==> src/rtl/dmem_arbiter.sv <==
// Single-port data-memory arbiter: pipeline Memory stage has priority over the host/debug port.
// Optional starvation guard for the host is enabled with `define DMEM_FAIR_EN.
module dmem_arbiter #(
    parameter int ADDR_W   = 8,
    parameter int DATA_W   = 32,
    parameter int MAX_WAIT = 8
) (
    input  logic              clk,
    input  logic              reset_n,
    // pipeline Memory stage
    input  logic              p_req,
    input  logic              p_we,
    input  logic [15:0]       p_addr,
    input  logic [DATA_W-1:0] p_wdata,
    output logic              p_stall,
    output logic [DATA_W-1:0] p_rdata,
    output logic              p_rvalid,
    output logic              p_err,
    // host / debug port
    input  logic              h_req,
    input  logic              h_we,
    input  logic [ADDR_W-1:0] h_addr,
    input  logic [DATA_W-1:0] h_wdata,
    output logic              h_gnt,
    output logic [DATA_W-1:0] h_rdata,
    output logic              h_rvalid,
    // data memory
    output logic              m_en,
    output logic              m_we,
    output logic [ADDR_W-1:0] m_addr,
    output logic [DATA_W-1:0] m_wdata,
    input  logic [DATA_W-1:0] m_rdata
);

    // Last-grant state; the next state doubles as this cycle's arbitration winner.
    typedef enum logic [1:0] {
        ST_IDLE = 2'd0,
        ST_PIPE = 2'd1,
        ST_HOST = 2'd2
    } state_t;

    state_t state, next_state;

    logic [ADDR_W-1:0] p_word;
    logic              p_illegal;
    logic              force_host;
    logic              rd_pend;
    logic              rd_src;      // 1: read belongs to the host
    logic [DATA_W-1:0] p_rdata_q;
    logic [DATA_W-1:0] h_rdata_q;

    assign p_word    = p_addr[ADDR_W+1:2];
    assign p_illegal = (p_addr[1:0] != 2'b00) || ((p_addr >> (ADDR_W + 2)) != 16'd0);

`ifdef DMEM_FAIR_EN
    localparam int CNT_W = $clog2(MAX_WAIT + 1);

    logic [CNT_W-1:0] wait_cnt;

    assign force_host = h_req && (wait_cnt == CNT_W'(MAX_WAIT));

    always_ff @(posedge clk or negedge reset_n) begin
        if (!reset_n) begin
            wait_cnt <= '0;
        end else if (!h_req || h_gnt) begin
            wait_cnt <= '0;
        end else if (wait_cnt != CNT_W'(MAX_WAIT)) begin
            wait_cnt <= wait_cnt + 1'b1;
        end
    end
`else
    assign force_host = 1'b0;
`endif

    // NOTE: every output of this block gets a default first so no path can infer a latch.
    always_comb begin
        next_state = ST_IDLE;
        p_stall    = 1'b0;
        h_gnt      = 1'b0;
        if (force_host) begin
            next_state = ST_HOST;
        end else if (p_req) begin
            next_state = ST_PIPE;
        end else if (h_req) begin
            next_state = ST_HOST;
        end
        // Handshakes are held low while in reset so nothing looks accepted.
        p_stall = reset_n && p_req && (next_state != ST_PIPE);
        h_gnt   = reset_n && h_req && (next_state == ST_HOST);
    end

    // NOTE: sequential state uses non-blocking assignments so every register samples pre-edge values.
    always_ff @(posedge clk or negedge reset_n) begin
        if (!reset_n) begin
            state   <= ST_IDLE;
            m_en    <= 1'b0;
            m_we    <= 1'b0;
            m_addr  <= '0;
            m_wdata <= '0;
            p_err   <= 1'b0;
        end else begin
            state <= next_state;
            m_en  <= 1'b0;
            p_err <= 1'b0;
            case (next_state)
                ST_PIPE: begin
                    if (p_illegal) begin
                        p_err <= 1'b1;
                    end else begin
                        m_en    <= 1'b1;
                        m_we    <= p_we;
                        m_addr  <= p_word;
                        m_wdata <= p_wdata;
                    end
                end
                ST_HOST: begin
                    m_en    <= 1'b1;
                    m_we    <= h_we;
                    m_addr  <= h_addr;
                    m_wdata <= h_wdata;
                end
                default: ;
            endcase
        end
    end

    // The read tag trails the command by one cycle to line up with m_rdata.
    always_ff @(posedge clk or negedge reset_n) begin
        if (!reset_n) begin
            rd_pend   <= 1'b0;
            rd_src    <= 1'b0;
            p_rdata_q <= '0;
            h_rdata_q <= '0;
        end else begin
            rd_pend   <= m_en && !m_we;
            rd_src    <= (state == ST_HOST);
            p_rdata_q <= p_rdata;
            h_rdata_q <= h_rdata;
        end
    end

    assign p_rvalid = rd_pend && !rd_src;
    assign h_rvalid = rd_pend && rd_src;
    assign p_rdata  = p_rvalid ? m_rdata : p_rdata_q;
    assign h_rdata  = h_rvalid ? m_rdata : h_rdata_q;

endmodule

==> config.mk <==
export PLATFORM = sky130hd
export DESIGN_NAME = dmem_arbiter
export DESIGN_NICKNAME = d
export VERILOG_FILES = /design/src/rtl/dmem_arbiter.sv
export SDC_FILE = /design/constraint.sdc
export NUM_CORES = 1
export LEC_CHECK = 0
export CORE_UTILIZATION = 63
export DETAILED_ROUTE_END_ITERATION = 8
export DONT_BUFFER_PORTS = 1
export PLACE_DENSITY = 0.78
export RECOVER_POWER = 50
export SKIP_LAST_GASP = 1
export SYNTH_ARGS = -nofsm -noshare
export SYNTH_HDL_FRONTEND = slang
export SYNTH_SLANG_ARGS = --single-unit
==> constraint.sdc <==
create_clock -name clk -period 1.49 [get_ports clk]
set_input_delay 0.0745 -clock clk [delete_from_list [all_inputs] [get_ports clk]]
set_output_delay 0.0745 -clock clk [all_outputs]
set_load 0.005 [all_outputs]
======== Yosys cells after proc, flatten, opt, wreduce, memory -nomap -nowiden ========
Index checks and enable logic that the tools add are counted.
storage, ports and cells
  register bits after elaboration ......... 111
  input bits .............................. 126
  output and inout port bits .............. 111
  word-level logic and storage cells ...... 43
operators by class
  equality and inequality tests ........... 5
  mux-type cells .......................... 14
  reductions and logical operators ........ 14
operators with widths
  kind                number
  $mux 32             3
  $pmux 32 s2         1
  $pmux 8 s2          1
  $reduce_bool 16->1  1
  $mux 8              1
  $logic_and 1x1->1   7
  $eq 2x2->1 const B  2
  $mux 1              4
  $mux 2              2
  $pmux 1 s2          2
  $reduce_bool 2->1   2
  $eq 2x1->1 const B  1
  $logic_not 1->1     2
  $ne 2x1->1 const B  1
  $ne 2x2->1 const B  1
  $reduce_and 2->1    1
  $logic_or 1x1->1    1

======== Depth between registers and ports, before layout ========
  word-level depth ........................ 5
  mapped depth ............................ 5
  gate-level depth less buffers ........... 3

======== Worst setup path before layout ========
OpenSTA, ideal clock, no wires.
  path kind ............................... register -> register
  start point ............................. register rd_pend
  end point ............................... register h_rdata_q[10]
  setup time .............................. 0.132 ns
  arrival ................................. 1.238 ns
  data required time ...................... 1.358 ns
  setup slack ............................. 0.120 ns
  cell stages (with the launch flop) ...... 4
  clock period less this slack ............ 1.370 ns
  path through ............................ dfrtp_1 > nand2_1 > buf_1 > mux2_2
between the ends
  longest elaborated chain between the ends .. 2
RTL lines
  what                      line  source
  start: declaration        47    logic rd_pend;
  start signal: assignment  135   rd_pend <= m_en && !m_we;
  $logic_and 1x1->1         143   assign h_rvalid = rd_pend && rd_src;
  $mux 32                   145   assign h_rdata = h_rvalid ? m_rdata : h_rdata_q;
  via h_rdata[10]           25    output logic [DATA_W-1:0] h_rdata,
  end signal: assignment    138   h_rdata_q <= h_rdata;
  end: declaration          50    logic [DATA_W-1:0] h_rdata_q;
The timed path passes the listed nets, and every way through them passes these cells.
A chain may end at the register's enable or synchronous reset.

======== Worst setup path in the final report ========
  start point ............................. register rd_pend
  end point ............................... output port h_rdata[7]
between the ends
  longest elaborated chain between the ends .. 2
RTL lines
  what               line
  $logic_and 1x1->1  143
  $mux 32            145
  end: declaration   25
Every way passes these cells.

==> flow_summary.ini <==
[clock_tree]
htreeDepth = 3
numCtsBuffers = 9
cts_tree = built
clock-sinks = 111
worstSkewPairLatency_ns = 0.36
cts_root_buf = clkbuf_8
clock_tree.buffer_depth = 2
clk_pin_slew_ns = 0.11

[timing]
fmax_ghz = 0.6348
rsz0062_at_grt = true
setup_ws_ns = -0.08534
setup_viol = 62
drv_slew = 0
final_hold_viol_count = 153
finalCritPeriodShare_pct = 105.7
fin_skew_ns = 0.01345
timing.hold.ws_ns = -0.6090
post-route-min-period_ns = 1.575

[global_route]
first_global_vias = 3776
grt_max_degree = 113
grt-ovfl-total = 0
grt_first_pass_wirelength_um = 20560
grt_use_total_pct = 31.09
antenna_found_initial = 0

[synthesis]
yosys_warnings = 0
syn_avg_cell_area_um2 = 13.02
synth_nets = 525
synth_edf_count = 0
synth_ff_type = dfrtp_1
ys_seq_elements = 111
post_synth_num_cell_types = 25
synth-seq-area-share_pct = 53.48
syn_inst = 399
async_flop_share_pct = 100.0
yosys.area.top_type = dfrtp_1
synth.top_cell.area_share_pct = 53.48
syn_area_mm2 = 0.005194
synth.area.top_cells = dfrtp_1 (53%), mux2_2 (14%), o211ai_2 (9.6%), a22oi_1 (5.9%), nand4_1 (4.9%)

[layout]
n_fill_cell = 375
diodes = 0
nNetsFinal = 636
layout_common_cells = dlygate4sd3_1 (129), dfrtp_1 (111), mux2_2 (49)
final_util_pct = 86.66
stdcell_area_mm2 = 0.006800
layout_commonest_cell = dlygate4sd3_1
drive_gt1_share_pct = 27.82
area_growth_pct = 30.93

[setup_path]
timing.critical_path.to = h_rdata[7]
cp-startpoint = rd_pend
cp_max_fo = 16
rr_startpoint = rd_pend
reg2reg_depth = 3
cp.arrival_ns = 1.50
crit_type = flop to output pin
reg2reg_to = h_rdata_q[1]
cp.required_ns = 1.42
worstSetupStartpointType = flop
endpoint_kind = output pin
rrSetupSlack_ns = 0.23

[floorplan]
die-area_mm2 = 0.008611
core_mm2 = 0.007848
start_util_pct = 66.18
row_count = 32
die_height_um = 92.80
io_pins = 237
die_x_um = 92.80

[pwr]
pwr_density_cell_mw_per_mm2 = 1052
ir_drop_v = 0.0008468
finalPower_mw = 7.154
p_leak_nw = 2.841

[run_status]
violations = hold timing, setup timing
status = finished, violations left

[placement]
place_hpwl_um = 7714
pre_cts_ws_ns = 0.03994
port_buffers = 0
gp_congestion = 0.8710
place_area_mm2 = 0.005190

[route]
drc = 0
wl_per_cell_um = 26.16
final_antenna_net_count = 0
vias_per_cell = 6.752
drt-total-wl_um = 16110
drtPass1Iterations = 5
route.vias.total = 4159
drtIter0Drc = 228

[run]
drv_cap = 0

[min_path]
hp-class = input pin to asynchronous set/reset pin
## stage by stage
stage / setup TNS (ns) / std cells
2_1_floorplan: 0 / 399
3_3_place_gp: 0 / 469
3_5_place_dp: 0 / 469
4_1_cts: -4.734 / 559
5_1_grt: -7.041 / 616
6_report: -3.444 / 616
## critical path: stages, from the launching register on
cell and delay [ns]:
dfrtp_1 0.43, nand2_2 0.13, clkbuf_16 0.21, mux2_2 0.38
## layer usage
metal | wire length, µm | vias to the layer above | global-route usage [%]
met3 | 1353 | 57 | 7.800
met4 | 603 | 0 | 8.718
met5 | 0 | - | 0
met2 | 8215 | 260 | 53.80
met1 | 5940 | 2086 | 38.65
li1 | - | 1756 | -
## cell families (layout without fill, tap and decap cells)
logic type             after synthesis  count (layout)  share of synthesized area, %
other                                1               1                       0.07220
AOI/OAI and AO/OA                   84              84                         16.02
and+or+nand+nor                     93              93                         10.48
muxes                               64              64                         13.88
buffers and inverters               46             161                         6.071
DFF                                111             111                         53.48
## synth_stat cells (all sizes together), types with 2 or more instances
library cell / count
clkbuf: 15
mux2: 64
inv: 2
a22oi: 41
buf: 29
nand3: 41
dfrtp: 111
nor4: 2
or4: 2
nor2b: 3
o211ai: 41
nand4: 41
## repair_timing
action,4_1_cts,5_1_grt
endpoints found under the hold margin,220,153
hold buffers,75,54
pin swaps,0,0
setup endpoints to repair,64,65
resized for setup,0,20
setup buffers,0,0
cloned,0,3
## cell type report
cell class,instances,area (µm²),area share [%]
sequential,111,2778,40.85
multi-input combinational,242,2191,32.22
timing repair buffer,144,1518,22.32
tap,102,127.6,1.877
clock buffer,9,123.9,1.822
clock inverter,6,55.05,0.8096
inverter,2,7.507,0.1104
## power breakdown
group,switching (mW),total (mW),internal [mW]
clock,1.07,1.70,0.630
sequential,0.360,3.96,3.60
combinational,0.713,1.50,0.784
total,2.14,7.15,5.01
## how the worst min path moves through the flow
stage	from	to	slack (ns)	cells past startpoint
3_5_place_dp	reset_n	h_rdata_q[29]	-0.22	0
2_1_floorplan	reset_n	h_rdata_q[0]	-0.22	0
6_report	reset_n	m_addr[4]	-0.61	0
5_1_grt	reset_n	h_rdata_q[13]	-0.64	0
4_1_cts	reset_n	h_rdata_q[29]	-0.62	0
3_3_place_gp	reset_n	h_rdata_q[29]	-0.22	0
## registers in the layout (all words and copies together), names as in the netlist
register and count:
h_rdata_q 32, m_wdata 32, p_rdata_q 32, m_addr 8, state 2, m_en 1
m_we 1, p_err 1, rd_pend 1, rd_src 1
Power figures use the tool's default switching activity.
